## src/rtl/delay_line_ctrl.sv

```systemverilog
// delay_line_ctrl: sample-rate sequencer for the echo/delay effect.
// It accepts one audio sample per handshake. For each sample it reads the
// delayed sample from the circular-buffer RAM, then writes the new sample into
// the same single-port RAM. The output is y = x + delayed/2, saturated to the
// sample range. When the echo is disabled, the output is x unchanged.
module delay_line_ctrl #(
  parameter int DATA_WIDTH = 32,
  parameter int SIZE       = 8,
  parameter int ADDR_WIDTH = 3
) (
  input  logic                  CLK,
  input  logic                  rst,
  input  logic                  en,
  input  logic [3:0]            options,
  input  logic                  x_valid,
  output logic                  x_ready,
  input  logic [DATA_WIDTH-1:0] x,
  output logic                  y_valid,
  output logic [DATA_WIDTH-1:0] y,
  output logic [ADDR_WIDTH-1:0] ram_addr,
  output logic                  ram_we,
  output logic [DATA_WIDTH-1:0] ram_wdata,
  input  logic [DATA_WIDTH-1:0] ram_rdata
);

  // One extra bit so fill can reach SIZE and pointer arithmetic can hold wr_ptr+SIZE.
  localparam int CW = ADDR_WIDTH + 1;

  typedef enum logic [1:0] {
    IDLE = 2'd0,
    RD   = 2'd1,
    WAIT = 2'd2,
    WR   = 2'd3
  } state_t;

  state_t                  state;
  logic [ADDR_WIDTH-1:0]   wr_ptr;
  logic [CW-1:0]           fill;
  logic [DATA_WIDTH-1:0]   x_lat;
  logic                    en_lat;
  logic [CW-1:0]           d_lat;

  logic [CW-1:0]           d_sel;
  logic [CW-1:0]           wr_ext;
  logic [CW-1:0]           rd_sel;
  logic [DATA_WIDTH-1:0]   dly;
  logic [DATA_WIDTH-1:0]   dly_half;
  logic [DATA_WIDTH:0]     sum;
  logic [DATA_WIDTH-1:0]   sum_sat;
  logic [DATA_WIDTH-1:0]   y_mix;

  localparam logic [DATA_WIDTH-1:0] SAT_MAX = {1'b0, {(DATA_WIDTH-1){1'b1}}};
  localparam logic [DATA_WIDTH-1:0] SAT_MIN = {1'b1, {(DATA_WIDTH-1){1'b0}}};

  assign x_ready = (state == IDLE);

  // Delay selection and read address for the sample being offered this cycle.
  // NOTE: every signal assigned in always_comb gets a default first, so no path can infer a latch.
  always_comb begin
    d_sel  = CW'(1);
    wr_ext = {1'b0, wr_ptr};
    rd_sel = '0;
    if (int'(options) >= SIZE) begin
      d_sel = CW'(SIZE - 1);
    end else if (options != 4'd0) begin
      d_sel = CW'(options);
    end
    // The buffer depth need not be a power of two, so wrap the address explicitly.
    if (wr_ext >= d_sel) begin
      rd_sel = wr_ext - d_sel;
    end else begin
      rd_sel = wr_ext + CW'(SIZE) - d_sel;
    end
  end

  // Echo mix. The buffer entry is used only once D samples have been written since reset.
  always_comb begin
    dly      = '0;
    dly_half = '0;
    sum      = '0;
    sum_sat  = '0;
    y_mix    = x_lat;
    if (fill >= d_lat) begin
      dly = ram_rdata;
    end
    dly_half = DATA_WIDTH'($signed(dly) >>> 1);
    sum      = {x_lat[DATA_WIDTH-1], x_lat} + {dly_half[DATA_WIDTH-1], dly_half};
    // A sign mismatch between the two top bits means the sum left the W-bit range.
    if (sum[DATA_WIDTH] != sum[DATA_WIDTH-1]) begin
      sum_sat = sum[DATA_WIDTH] ? SAT_MIN : SAT_MAX;
    end else begin
      sum_sat = sum[DATA_WIDTH-1:0];
    end
    if (en_lat) begin
      y_mix = sum_sat;
    end
  end

  // Sequencer: accept, read the delayed sample, write the new one, present y.
  // NOTE: state and registered outputs use non-blocking assignments, so every flop samples pre-edge values.
  always_ff @(posedge CLK or negedge rst) begin
    if (!rst) begin
      state     <= IDLE;
      wr_ptr    <= '0;
      fill      <= '0;
      x_lat     <= '0;
      en_lat    <= 1'b0;
      d_lat     <= CW'(1);
      y         <= '0;
      y_valid   <= 1'b0;
      ram_addr  <= '0;
      ram_we    <= 1'b0;
      ram_wdata <= '0;
    end else begin
      y_valid <= 1'b0;
      ram_we  <= 1'b0;
      case (state)
        IDLE: begin
          if (x_valid) begin
            x_lat    <= x;
            en_lat   <= en;
            d_lat    <= d_sel;
            ram_addr <= rd_sel[ADDR_WIDTH-1:0];
            state    <= RD;
          end
        end
        RD: begin
          state <= WAIT;
        end
        WAIT: begin
          // ram_rdata holds the delayed sample now, so the result and the write are issued together.
          y         <= y_mix;
          y_valid   <= 1'b1;
          ram_addr  <= wr_ptr;
          ram_we    <= 1'b1;
          ram_wdata <= x_lat;
          state     <= WR;
        end
        WR: begin
          wr_ptr <= (wr_ptr == ADDR_WIDTH'(SIZE - 1)) ? '0 : wr_ptr + 1'b1;
          if (fill < CW'(SIZE)) begin
            fill <= fill + 1'b1;
          end
          state <= IDLE;
        end
        default: state <= IDLE;
      endcase
    end
  end

endmodule
```

## config.mk

```make
export PLATFORM = sky130hd
export DESIGN_NAME = delay_line_ctrl
export DESIGN_NICKNAME = d
export VERILOG_FILES = /design/src/rtl/delay_line_ctrl.sv
export SDC_FILE = /design/constraint.sdc
export NUM_CORES = 1
export LEC_CHECK = 0
export ABC_AREA = 1
export BUFFER_PORTS_ARGS = -buffer_cell sky130_fd_sc_hd__buf_2
export CAP_MARGIN = 40
export CORE_ASPECT_RATIO = 0.7
export CORE_MARGIN = 8
export CORE_UTILIZATION = 57
export DETAILED_ROUTE_END_ITERATION = 10
export GPL_ROUTABILITY_DRIVEN = 0
export PLACE_DENSITY = 0.86
export SYNTH_ARGS = -nofsm -noshare
export SYNTH_HDL_FRONTEND = slang
export SYNTH_SLANG_ARGS = --single-unit
```

## constraint.sdc

```tcl
create_clock -name CLK -period 4.4 [get_ports CLK]
set_clock_uncertainty 0.15 [all_clocks]
set_input_delay 0.44 -clock CLK [delete_from_list [all_inputs] [get_ports CLK]]
set_output_delay 0.44 -clock CLK [all_outputs]
set_load 0.05 [all_outputs]
```

-- After elaboration in Yosys (flattened, before gate mapping)
Cells that the tools add are included.
- register bits: 114
- output and inout port bits: 70
- logic and storage cells: 45
- $lt $le $gt $ge: 4
- add/subtract/negate cells: 6
- reductions and logical operators: 6
- equal/unequal tests: 6
- multiplexer cells: 13
- operators by type and width (kind ; count):
    $mux 32 ; 4
    $add 32x31->33 ; 1
    $mux 3 ; 3
    $mux 4 ; 2
    $pmux 2 s4 ; 1
    $add 3x1->3 const B ; 2
    $pmux 3 s2 ; 1
    $reduce_and 2->1 ; 3
    $sub 3x3->3 ; 2
    $add 4x1->4 const B ; 1
    $eq 2x2->1 const B ; 2
    $ge 3x4->1 ; 1
    $ge 4x4->1 ; 1
    $ge 4x4->1 const B ; 1
    $lt 4x4->1 const B ; 1
    $reduce_bool 4->1 ; 1
    $eq 3x3->1 const B ; 1
    $eq 2x1->1 const B ; 1
    $logic_not 2->1 ; 1
    $mux 2 ; 1
    $ne 2x2->1 const B ; 1
    $reduce_bool 2->1 ; 1
    $mux 1 ; 1
    $ne 1x1->1 ; 1

-- Logic depth before layout (Yosys ltp)
Gate-level depths: netlist (run 1).
- depth in word-level cells: 7
- depth in mapped cells: 30
- gate-level depth less buffers: 28

-- Worst setup path after synthesis (run 1)
No wires, ideal clock.
- path type: register -> register
- from: register fill[1]
- to: register y[27]
- cell stages (with the launch flop): 29
- setup time: 0.118 ns
- slack: 1.065 ns
- arrival time: 3.067 ns
- cell sequence: dfrtp_1 -> ha_1 -> inv_1 -> nor2_1 -> o211ai_1 -> nand3_1 -> clkbuf_1 -> nand2_1 -> inv_1 -> ha_1 -> inv_1 -> fa_1 -> inv_1 -> nand2_1 -> nand2_1 -> nand3_1 -> nand2_2 -> nand2_1 -> nand2_2 -> nand2_2 -> nand3_1 -> nand2_1 -> nand2_2 -> nand2_4 -> inv_4 -> buf_6 -> nand2_1 -> nand2_1 -> nand2_1
- longest elaborated chain between the ends: 6
- elaborated cells between the ends (all ways): 7
- ends and longest elaborated chain (item ; RTL line ; source):
    start, declared ; 38 ; logic [CW-1:0] fill;
    start signal, assigned ; 142 ; fill <= fill + 1'b1;
    $ge 4x4->1 (*) ; 83 ; if (fill >= d_lat) begin
    $mux 32 (*) ; 83 ;
    $add 32x31->33 (*) ; 87 ; sum = {x_lat[DATA_WIDTH-1], x_lat} + {dly_half[DATA_WIDTH-1], dly_half};
    $mux 32 or $ne 1x1->1 (tied branches) ; 90, 89 ;
    $mux 32 (*) ; 89 ; if (sum[DATA_WIDTH] != sum[DATA_WIDTH-1]) begin
    $mux 32 (*) ; 94 ; if (en_lat) begin
    end signal, assigned ; 132 ; y <= y_mix;
    end, declared ; 19 ; output logic [DATA_WIDTH-1:0] y,
Mark *: on every way between the ends. The rest lies on a longest branch, timed or not.
A chain may end at the register's enable or synchronous reset.

-- Worst setup path in the final report (run 1)
- from: register fill[1]
- to: register y[28]
Same word-level chain as after synthesis.

==> reports/qor.txt, run 1 <==
Hold Path Sink -> x_lat[22]$_DFFE_PN0P_
Largest area contributor in the netlist -> dfrtp_1
Detailed Route Iter0 Violations -> 668
# setup viols final -> 0
RSZ-0062 raised after global routing -> false
Seq/Total Area, Yosys -> 0.385
Post-synth EDFFs -> 0
Share of layout cells above drive strength 1 -> 0.161
Resize count post-CTS -> 0
I/O Buffers -> 140
Clk sinks -> 114
Commonest non-fill, non-tap cell in the layout -> nand2_1
Hold Crit Start -> x[22]
Mapped Cells -> 1116
First-pass GRT wire length -> 34.6 mm
Syn Nets -> 1233
Cts bufs inserted -> 17
Worst skew pair latency -> 0.41 ns
Worst Path Required -> 4.60 ns
Worst hold margin -> 0.0676 ns
Final period utilization -> 0.901
# nets final -> 1371
Die Y -> 111 µm
Die X -> 152 µm
CTS Buffer Depth -> 2
Number of hold buffers added after cts -> 1
Fmax -> 0.252 GHz
Pins Over Slew Limit -> 0
Max Cap Violations -> 0
R2R Path End -> y[28]$_DFFE_PN0P_
Antenna violations before repair -> 0
Initial Util -> 0.575
Synth cell types -> 38
H-Tree Depth -> 4
Crit Path Class -> reg2reg
Final ANT Viol Nets -> 0
Worst R2R Path Depth -> 23
Slowest-stage cell, CP -> dfrtp_1
Final Hold Vio Count -> 0
Detailed Routing Iterations Pass 1 -> 6
Top cell by count, worst path -> nand2_1
Gr usage total -> 0.247
Area Growth Syn to Fin -> 19.1%
Post-detail-place hpwl -> 14.9 mm
Top Ports -> 142
Vias per cell -> 5.14
Fraction of registers with async set/reset -> 1.00
Hold Path Stages -> 3
Ys Warns -> 0
Top cells by area, synth -> dfrtp_1 (38%), nand2_1 (28%), ha_1 (7.2%)
# Post-CTS Setup Buffers -> 0
Setup_tns -> 0 ns
Synth Register Bits -> 114
Clk pin slew, worst setup/hold paths -> 0.06 ns
Clock Root Buffer -> clkbuf_16
Total die area -> 0.0170 mm²
Largest net degree at the start of global routing -> 61
Worst endpoint data arrival time -> 4.16 ns
Core ar. -> 0.0129 mm²
Synth top area share -> 0.381
# diodes -> 0
Avg Cell Area, Syn -> 6.65 µm²
FF-to-FF setup slack -> 0.43 ns
Tmin final -> 3.97 ns
Routed Wire Length -> 20.8 mm
Worst-path cell chain -> ha_1 > inv_1 > nor2_1 > o211ai_1 > nand3_1 > buf_4 > nand2_1 > inv_1 > ha_1 > nand2_1 > inv_1 > a21oi_1 > nand2_1 > a21oi_2 > nand2_1 > nand2_1 > nand2_1 > nand2_2 > buf_4 > nand3_1 > nand2_1 > nand2_1 > nand2_1
Fill cell count -> 1086
Synth Flop Type -> dfrtp_1
FF+latch area -> 0.00285 mm²
Critical path startpoint category -> flop
Max FO, Critical Path -> 16
Vias in the first global route -> 7095
Worst Hold Class -> in2reg
Critical path capture point type -> flop
Slew margin rel. -> 0.498
CTS tree -> done
Grt ovf -> 0
Worst path max stage delay -> 0.43 ns
Wire per inst -> 14.5 µm
Mapped Area -> 0.00742 mm²
Detailed-route DRC error count -> 0
Most frequent cells in the layout -> nand2_1 (546), buf_2 (139), dfrtp_1 (113), inv_1 (110), nor2_1 (110)
Area taken by multi-input logic gates -> 0.00399 mm²
Slew of the pin with the lowest slew margin -> 0.753 ns
Row count -> 35
Status -> finished, final reports clean
Reg-to-reg startpoint -> fill[1]$_DFFE_PN0P_
Via count -> 7359
## layout make-up
cell class / instances / share of cell area
clock buffers: 17 / 0.0481
inverters: 113 / 0.0483
multi-input cells: 855 / 0.451
flip-flops and latches: 114 / 0.323
clock inverters: 15 / 0.0151
repair buffers: 153 / 0.0909
well taps: 166 / 0.0235
## routing by layer
layer,GRT usage,vias up,part of all wire
li1,-,3685,-
met1,0.337,3364,0.48
met2,0.384,282,0.43
met3,0.0611,28,0.074
met4,0.0657,0,0.013
met5,0,-,0
## critical path: cells and delay by family (launching register included)
kind	cells	cell delay [ns]
buffers and inverters	5	0.65
flip-flops	1	0.43
AND/OR/NAND/NOR	13	1.40
AO/OA/AOI/OAI	3	0.58
adder cells (fa/ha/maj)	2	0.67
## worst max-delay path by stage
| stage | start | endpoint | depth (start not counted) |
|---|---|---|---|
| after CTS | fill[1]$_DFFE_PN0P_ | y[29]$_DFFE_PN0P_ | 23 |
| after floorplan | fill[1]$_DFFE_PN0P_ | y[27]$_DFFE_PN0P_ | 28 |
| after global placement | fill[1]$_DFFE_PN0P_ | y[30]$_DFFE_PN0P_ | 25 |
| final | fill[1]$_DFFE_PN0P_ | y[28]$_DFFE_PN0P_ | 23 |
| after detailed placement | fill[1]$_DFFE_PN0P_ | y[30]$_DFFE_PN0P_ | 25 |
| after global routing | fill[1]$_DFFE_PN0P_ | y[28]$_DFFE_PN0P_ | 23 |
## cell families after synthesis
group	Yosys count	share of synthesized area
XOR/XNOR	22	0.0260
AO/OA/AOI/OAI	72	0.0551
flip-flops	114	0.385
adder cells (fa/ha/maj)	45	0.0779
buffers and inverters	147	0.0781
AND/OR/NAND/NOR	715	0.377
multiplexers	1	0.00152
## metrics by stage
stage | area (µm²) | utilization | cells | setup WS [ns]
floorplan | 7420 | - | 1116 | 1.07
global placement | 8270 | 0.640 | 1400 | 0.732
detailed placement | 8270 | 0.640 | 1400 | 0.635
CTS | 8840 | 0.684 | 1433 | 0.492
global route | 8840 | 0.684 | 1433 | 0.173
finish | 8840 | 0.684 | 1433 | 0.434
## state kept, by name (all words and copies together) (netlist names)
signal     flops
x_lat         32
en_lat         1
ram_wdata     32
wr_ptr         3
d_lat          4
fill           4
y             32
state          2
ram_we         1
ram_addr       3
## cells in the mapped netlist (2+ instances only)
library cell / count
xor2_1: 14
xnor2_1: 8
nand4_1: 3
o21ai_0: 22
or2_2: 2
a21o_1: 2
nand2_2: 9
ha_1: 43
buf_1: 5
nand3b_1: 4
or2_1: 2
clkbuf_1: 23
inv_1: 110
buf_4: 2
a21oi_2: 2
o21bai_1: 10
buf_2: 2
buf_6: 2
dfrtp_1: 113
nand2_1: 546
fa_1: 2
nor2_1: 110
nor3_1: 6
nand3_1: 29
a21oi_1: 32
Power of run 1 is left out: the tool's default activity adds up to more than one toggle a clock period on the data nets, which glitch-free logic cannot reach.
==> run 2, diff against run 1 <==
Settings changed: CELL_PAD_IN_SITES_DETAIL_PLACEMENT set to 1, CELL_PAD_IN_SITES_GLOBAL_PLACEMENT set to 1, CORE_UTILIZATION 57 to 40.
==> reports/qor.txt, run 2 (synthesis results as in run 1) <==
Final Hold Vio Count -> 0
Tmin final -> 3.93 ns
Top Ports -> 142
RSZ-0062 raised after global routing -> false
Via count -> 7412
CTS tree -> done
Most frequent cells in the layout -> nand2_1 (546), buf_2 (139), dfrtp_1 (113), inv_1 (110), nor2_1 (110)
Core ar. -> 0.0181 mm²
R2R Path End -> y[2]$_DFFE_PN0P_
Gr usage total -> 0.215
Max Cap Violations -> 0
Grt ovf -> 0
Crit Path Class -> reg2reg
# setup viols final -> 0
Top Registers -> ram_wdata x32, x_lat x32, y x32
Post-detail-place hpwl -> 18.1 mm
Row count -> 41
H-Tree Depth -> 4
Max FO, Critical Path -> 26
Total die area -> 0.0232 mm²
Routed Wire Length -> 24.1 mm
Commonest non-fill, non-tap cell in the layout -> nand2_1
Worst Hold Class -> in2reg
Pins Over Slew Limit -> 0
Antenna violations before repair -> 0
Reg-to-reg startpoint -> fill[1]$_DFFE_PN0P_
Status -> finished, final reports clean
Worst skew pair latency -> 0.42 ns
CTS Buffer Depth -> 2
Detailed Route Iter0 Violations -> 458
Worst R2R Path Depth -> 25
Die X -> 179 µm
Worst Path Required -> 4.56 ns
Slew margin rel. -> 0.502
Final period utilization -> 0.893
Cts bufs inserted -> 17
Hold Path Stages -> 3
Largest net degree at the start of global routing -> 53
Clock Root Buffer -> clkbuf_16
Share of layout cells above drive strength 1 -> 0.161
# diodes -> 0
Wire per inst -> 16.0 µm
Detailed-route DRC error count -> 0
I/O Buffers -> 140
Die Y -> 130 µm
# Post-CTS Setup Buffers -> 0
Worst endpoint data arrival time -> 4.09 ns
Area Growth Syn to Fin -> 20.9%
Hold Crit Start -> x[23]
Detailed Routing Iterations Pass 1 -> 4
First-pass GRT wire length -> 39.9 mm
Fmax -> 0.255 GHz
Clk sinks -> 114
Resize count post-CTS -> 0
Slew of the pin with the lowest slew margin -> 0.745 ns
Vias per cell -> 4.93
Initial Util -> 0.410
Critical path startpoint category -> flop
Clk pin slew, worst setup/hold paths -> 0.06 ns
Critical path capture point type -> flop
Vias in the first global route -> 7814
# nets final -> 1371
Hold Path Sink -> x_lat[23]$_DFFE_PN0P_
Fill cell count -> 2428
Final ANT Viol Nets -> 0
Number of hold buffers added after cts -> 1
FF-to-FF setup slack -> 0.47 ns
Setup_tns -> 0 ns
-- run 2: cell types whose count changed in the layout (fill, tap and decap cells not counted), sizes merged --
cell    before  now
clkinv       7    4
clkbuf      17   19
inv        117  118
-- run 2: cell type report --
type,instances,area [µm²],share of cell area
clock inverter,13,124,0.0138
inverter,113,427,0.0476
timing repair buffer,153,828,0.0923
tap,236,295,0.0329
multi-input combinational,855,3990,0.445
clock buffer,19,453,0.0505
sequential,114,2850,0.318
-- run 2: worst max-delay path: stages, from the launching register on --
cell,delay [ns]
dfrtp_1,0.43
ha_1,0.32
inv_1,0.06
nor2_1,0.03
o211ai_1,0.15
nand3_1,0.19
buf_4,0.26
nand2_1,0.10
inv_1,0.05
ha_1,0.34
nand2_1,0.12
inv_1,0.06
a21oi_1,0.18
nand2_2,0.10
nand2_1,0.09
nand2_2,0.12
nand2_2,0.11
nand2_1,0.07
nand2_1,0.06
nand2_1,0.06
nand2_2,0.09
nand2_4,0.08
inv_4,0.26
nand2_1,0.11
nand2_1,0.12
nand2_1,0.06
-- run 2: worst max path at each step --
stage                             start           endpoint  slack, ns
floorplan           fill[1]$_DFFE_PN0P_  y[27]$_DFFE_PN0P_       1.07
global placement    fill[1]$_DFFE_PN0P_   y[2]$_DFFE_PN0P_       0.65
detailed placement  fill[1]$_DFFE_PN0P_   y[2]$_DFFE_PN0P_       0.56
CTS                 fill[1]$_DFFE_PN0P_   y[2]$_DFFE_PN0P_       0.48
global route        fill[1]$_DFFE_PN0P_   y[2]$_DFFE_PN0P_       0.12
finish              fill[1]$_DFFE_PN0P_   y[2]$_DFFE_PN0P_       0.47
-- run 2: metal layers --
metal / vias to the layer above / global-route usage / wire [µm]
met4: 0 / 0.0524 / 229
met2: 134 / 0.348 / 10900
met3: 17 / 0.0447 / 1140
met1: 3579 / 0.289 / 11800
met5: - / 0 / 0
li1: 3682 / - / -
-- run 2: metrics by stage --
step	hold slack, ns	worst slack, ns	utilization	std cells	instance area, µm²
2_1_floorplan	-0.00559	1.07	-	1116	7420
3_3_place_gp	0.299	0.653	0.462	1469	8360
3_5_place_dp	0.290	0.562	0.463	1470	8380
4_1_cts	0.0424	0.476	0.495	1503	8970
5_1_grt	0.0544	0.122	0.495	1503	8970
6_report	0.0561	0.473	0.495	1503	8970
Power of run 2 is left out for the same reason.
==> run 3, diff against run 2 <==
Settings changed: ABC_AREA 1 to unset, CORE_MARGIN 8 to unset, CORE_UTILIZATION 40 to 43, PLACE_DENSITY 0.86 to 0.85.
==> reports/qor.txt, run 3 <==
Status -> finished with violations
Failing checks -> negative setup slack
Max Cap Violations -> 0
Share of layout cells above drive strength 1 -> 0.433
Crit Path Class -> reg2reg
Detailed Route Iter0 Violations -> 487
H-Tree Depth -> 4
Cts bufs inserted -> 17
DP Area -> 0.00833 mm²
Worst skew pair latency -> 0.43 ns
Fmax -> 0.219 GHz
First-pass GRT wire length -> 36.4 mm
Top Ports -> 142
Syn Nets -> 816
CP delay by family, top -> compound AO/OA/AOI/OAI gates
Tmin final -> 4.56 ns
Die X -> 154 µm
Total die area -> 0.0168 mm²
Worst Path Buf+Inv -> 6
Top cells by area, synth -> dfrtp_1 (40%), mux2_2 (11%), ha_1 (7.7%)
Synth cell types -> 61
Most frequent cells in the layout -> buf_2 (139), dfrtp_1 (113), nor2_1 (81), mux2_2 (67), nand2_1 (62)
I/O Buffers -> 140
Clock Root Buffer -> clkbuf_16
Final ANT Viol Nets -> 0
Top cells by count, synth -> dfrtp_1 (113), nor2_1 (81), mux2_2 (67), nand2_1 (63), a21oi_1 (44)
Core ar. -> 0.0157 mm²
Final period utilization -> 1.04
Vias in the first global route -> 6673
Largest net degree at the start of global routing -> 54
Critical path startpoint category -> flop
Synth Flop Type -> dfrtp_1
Detailed-route DRC error count -> 0
Setup_tns -> -2.51 ns
# setup viols final -> 30
Seq/Total Area, Yosys -> 0.408
Fill cell count -> 1698
Final instance area -> 0.00954 mm²
Pins Over Slew Limit -> 0
Ys Warns -> 0
CTS tree -> done
Worst Path Required -> 4.58 ns
Worst endpoint data arrival time -> 4.74 ns
Most frequent cell after synthesis -> dfrtp_1
Mapped Area -> 0.00700 mm²
Wire per inst -> 23.3 µm
CTS Buffer Depth -> 2
Critical path capture point type -> flop
Routed Wire Length -> 26.0 mm
Slew of the pin with the lowest slew margin -> 0.826 ns
Final Hold Vio Count -> 0
Row count -> 38
Slew margin rel. -> 0.449
Post-place setup slack -> -0.144 ns
Vias per cell -> 5.94
Top Registers -> ram_wdata x32, x_lat x32, y x32
Worst path max stage delay -> 0.39 ns
Synth top area share -> 0.404
Gr usage total -> 0.281
# nets final -> 1021
Worst setup margin -> -0.157 ns
Worst-path cell chain -> inv_1 > ha_4 > nand2b_4 > a21o_1 > a21o_1 > a21oi_4 > buf_12 > buf_12 > nor2b_4 > ha_4 > inv_1 > fa_1 > nand2b_1 > a21oi_2 > o31a_1 > buf_4 > a21oi_1 > buf_4 > a21oi_1 > nor2_1 > o311ai_0 > nand4_1 > o221ai_1
Via count -> 6631
Clk pin slew, worst setup/hold paths -> 0.06 ns
Hold Path Stages -> 2
Number of cells on the critical path -> 23
Util after Layout -> 0.608
Max FO, Critical Path -> 7
Detailed Routing Iterations Pass 1 -> 5
Worst Hold Class -> in2reg
Die Y -> 109 µm
Synth Register Bits -> 114
Commonest non-fill, non-tap cell in the layout -> buf_2
RSZ-0062 raised after global routing -> true
Grt ovf -> 0
Antenna violations before repair -> 0
Area Growth Syn to Fin -> 36.3%
Fraction of registers with async set/reset -> 1.00
Avg Cell Area, Syn -> 10.0 µm²
Initial Util -> 0.446
Largest area contributor in the netlist -> dfrtp_1
Mapped Cells -> 699
Worst R2R Path Depth -> 23
Post-detail-place hpwl -> 15.2 mm
Slowest-stage cell, CP -> o311ai_0
Clk sinks -> 114
# diodes -> 0
Post-synth EDFFs -> 0
-- run 3: cell families (layout without fill, tap and decap cells) --
kind of cell,after synthesis,in the layout,share of synthesized area
and+or+nand+nor,220,220,0.146
DFF,114,114,0.408
adders and majority gates,46,46,0.0840
AOI/OAI and AO/OA,166,166,0.176
muxes,69,70,0.112
xor gates and xnor gates,29,29,0.0363
buffers and inverters,55,272,0.0372
-- run 3: through the flow --
step	hold WS, ns	std cells
after floorplan	-0.00559	699
after global placement	0.321	1066
after detailed placement	0.220	1068
after CTS	0.0884	1103
after global routing	0.0940	1117
final	0.0922	1117
-- run 3: repair_timing --
action | CTS | global route
endpoints found under the hold margin | 19 | 0
cloned | 1 | 3
hold buffers | 1 | 0
endpoints found under the setup margin | 31 | 31
resized for setup | 14 | 67
pin swaps | 3 | 24
buffers inserted | 1 | 11
-- run 3: metal layers --
| layer | track usage | part of all wire |
|---|---|---|
| met2 | 0.466 | 0.47 |
| met4 | 0.0835 | 0.031 |
| met1 | 0.369 | 0.43 |
| met3 | 0.0624 | 0.069 |
| met5 | 0 | 0 |
-- run 3: cell type report --
type                            instances  area, µm²  share of cell area
Timing Repair Buffer                  215       1450               0.152
Tap cell                              200        250              0.0262
Inverter                               25       93.8             0.00984
Sequential cell                       114       2850               0.299
Clock inverter                         11        129              0.0135
Multi-Input combinational cell        531       4310               0.452
Clock buffer                           21        450              0.0472
-- run 3: path summary, 6_finish.rpt --
check | start | end | slack (ns)
worst max-delay path | fill[0]$_DFFE_PN0P_ | y[30]$_DFFE_PN0P_ | -0.16
worst min register to register | ram_wdata[23]$_DFFE_PN0P_ | ram_wdata[23]$_DFFE_PN0P_ | 0.35
worst min-delay path | x[5] | x_lat[5]$_DFFE_PN0P_ | 0.09
min in group asynchronous | rst | ram_wdata[6]$_DFFE_PN0P_ | 0.30
worst max register to register | fill[0]$_DFFE_PN0P_ | y[30]$_DFFE_PN0P_ | -0.16
max in group asynchronous | rst | d_lat[0]$_DFFE_PN1P_ | 3.01
Power of run 3 is left out for the same reason.
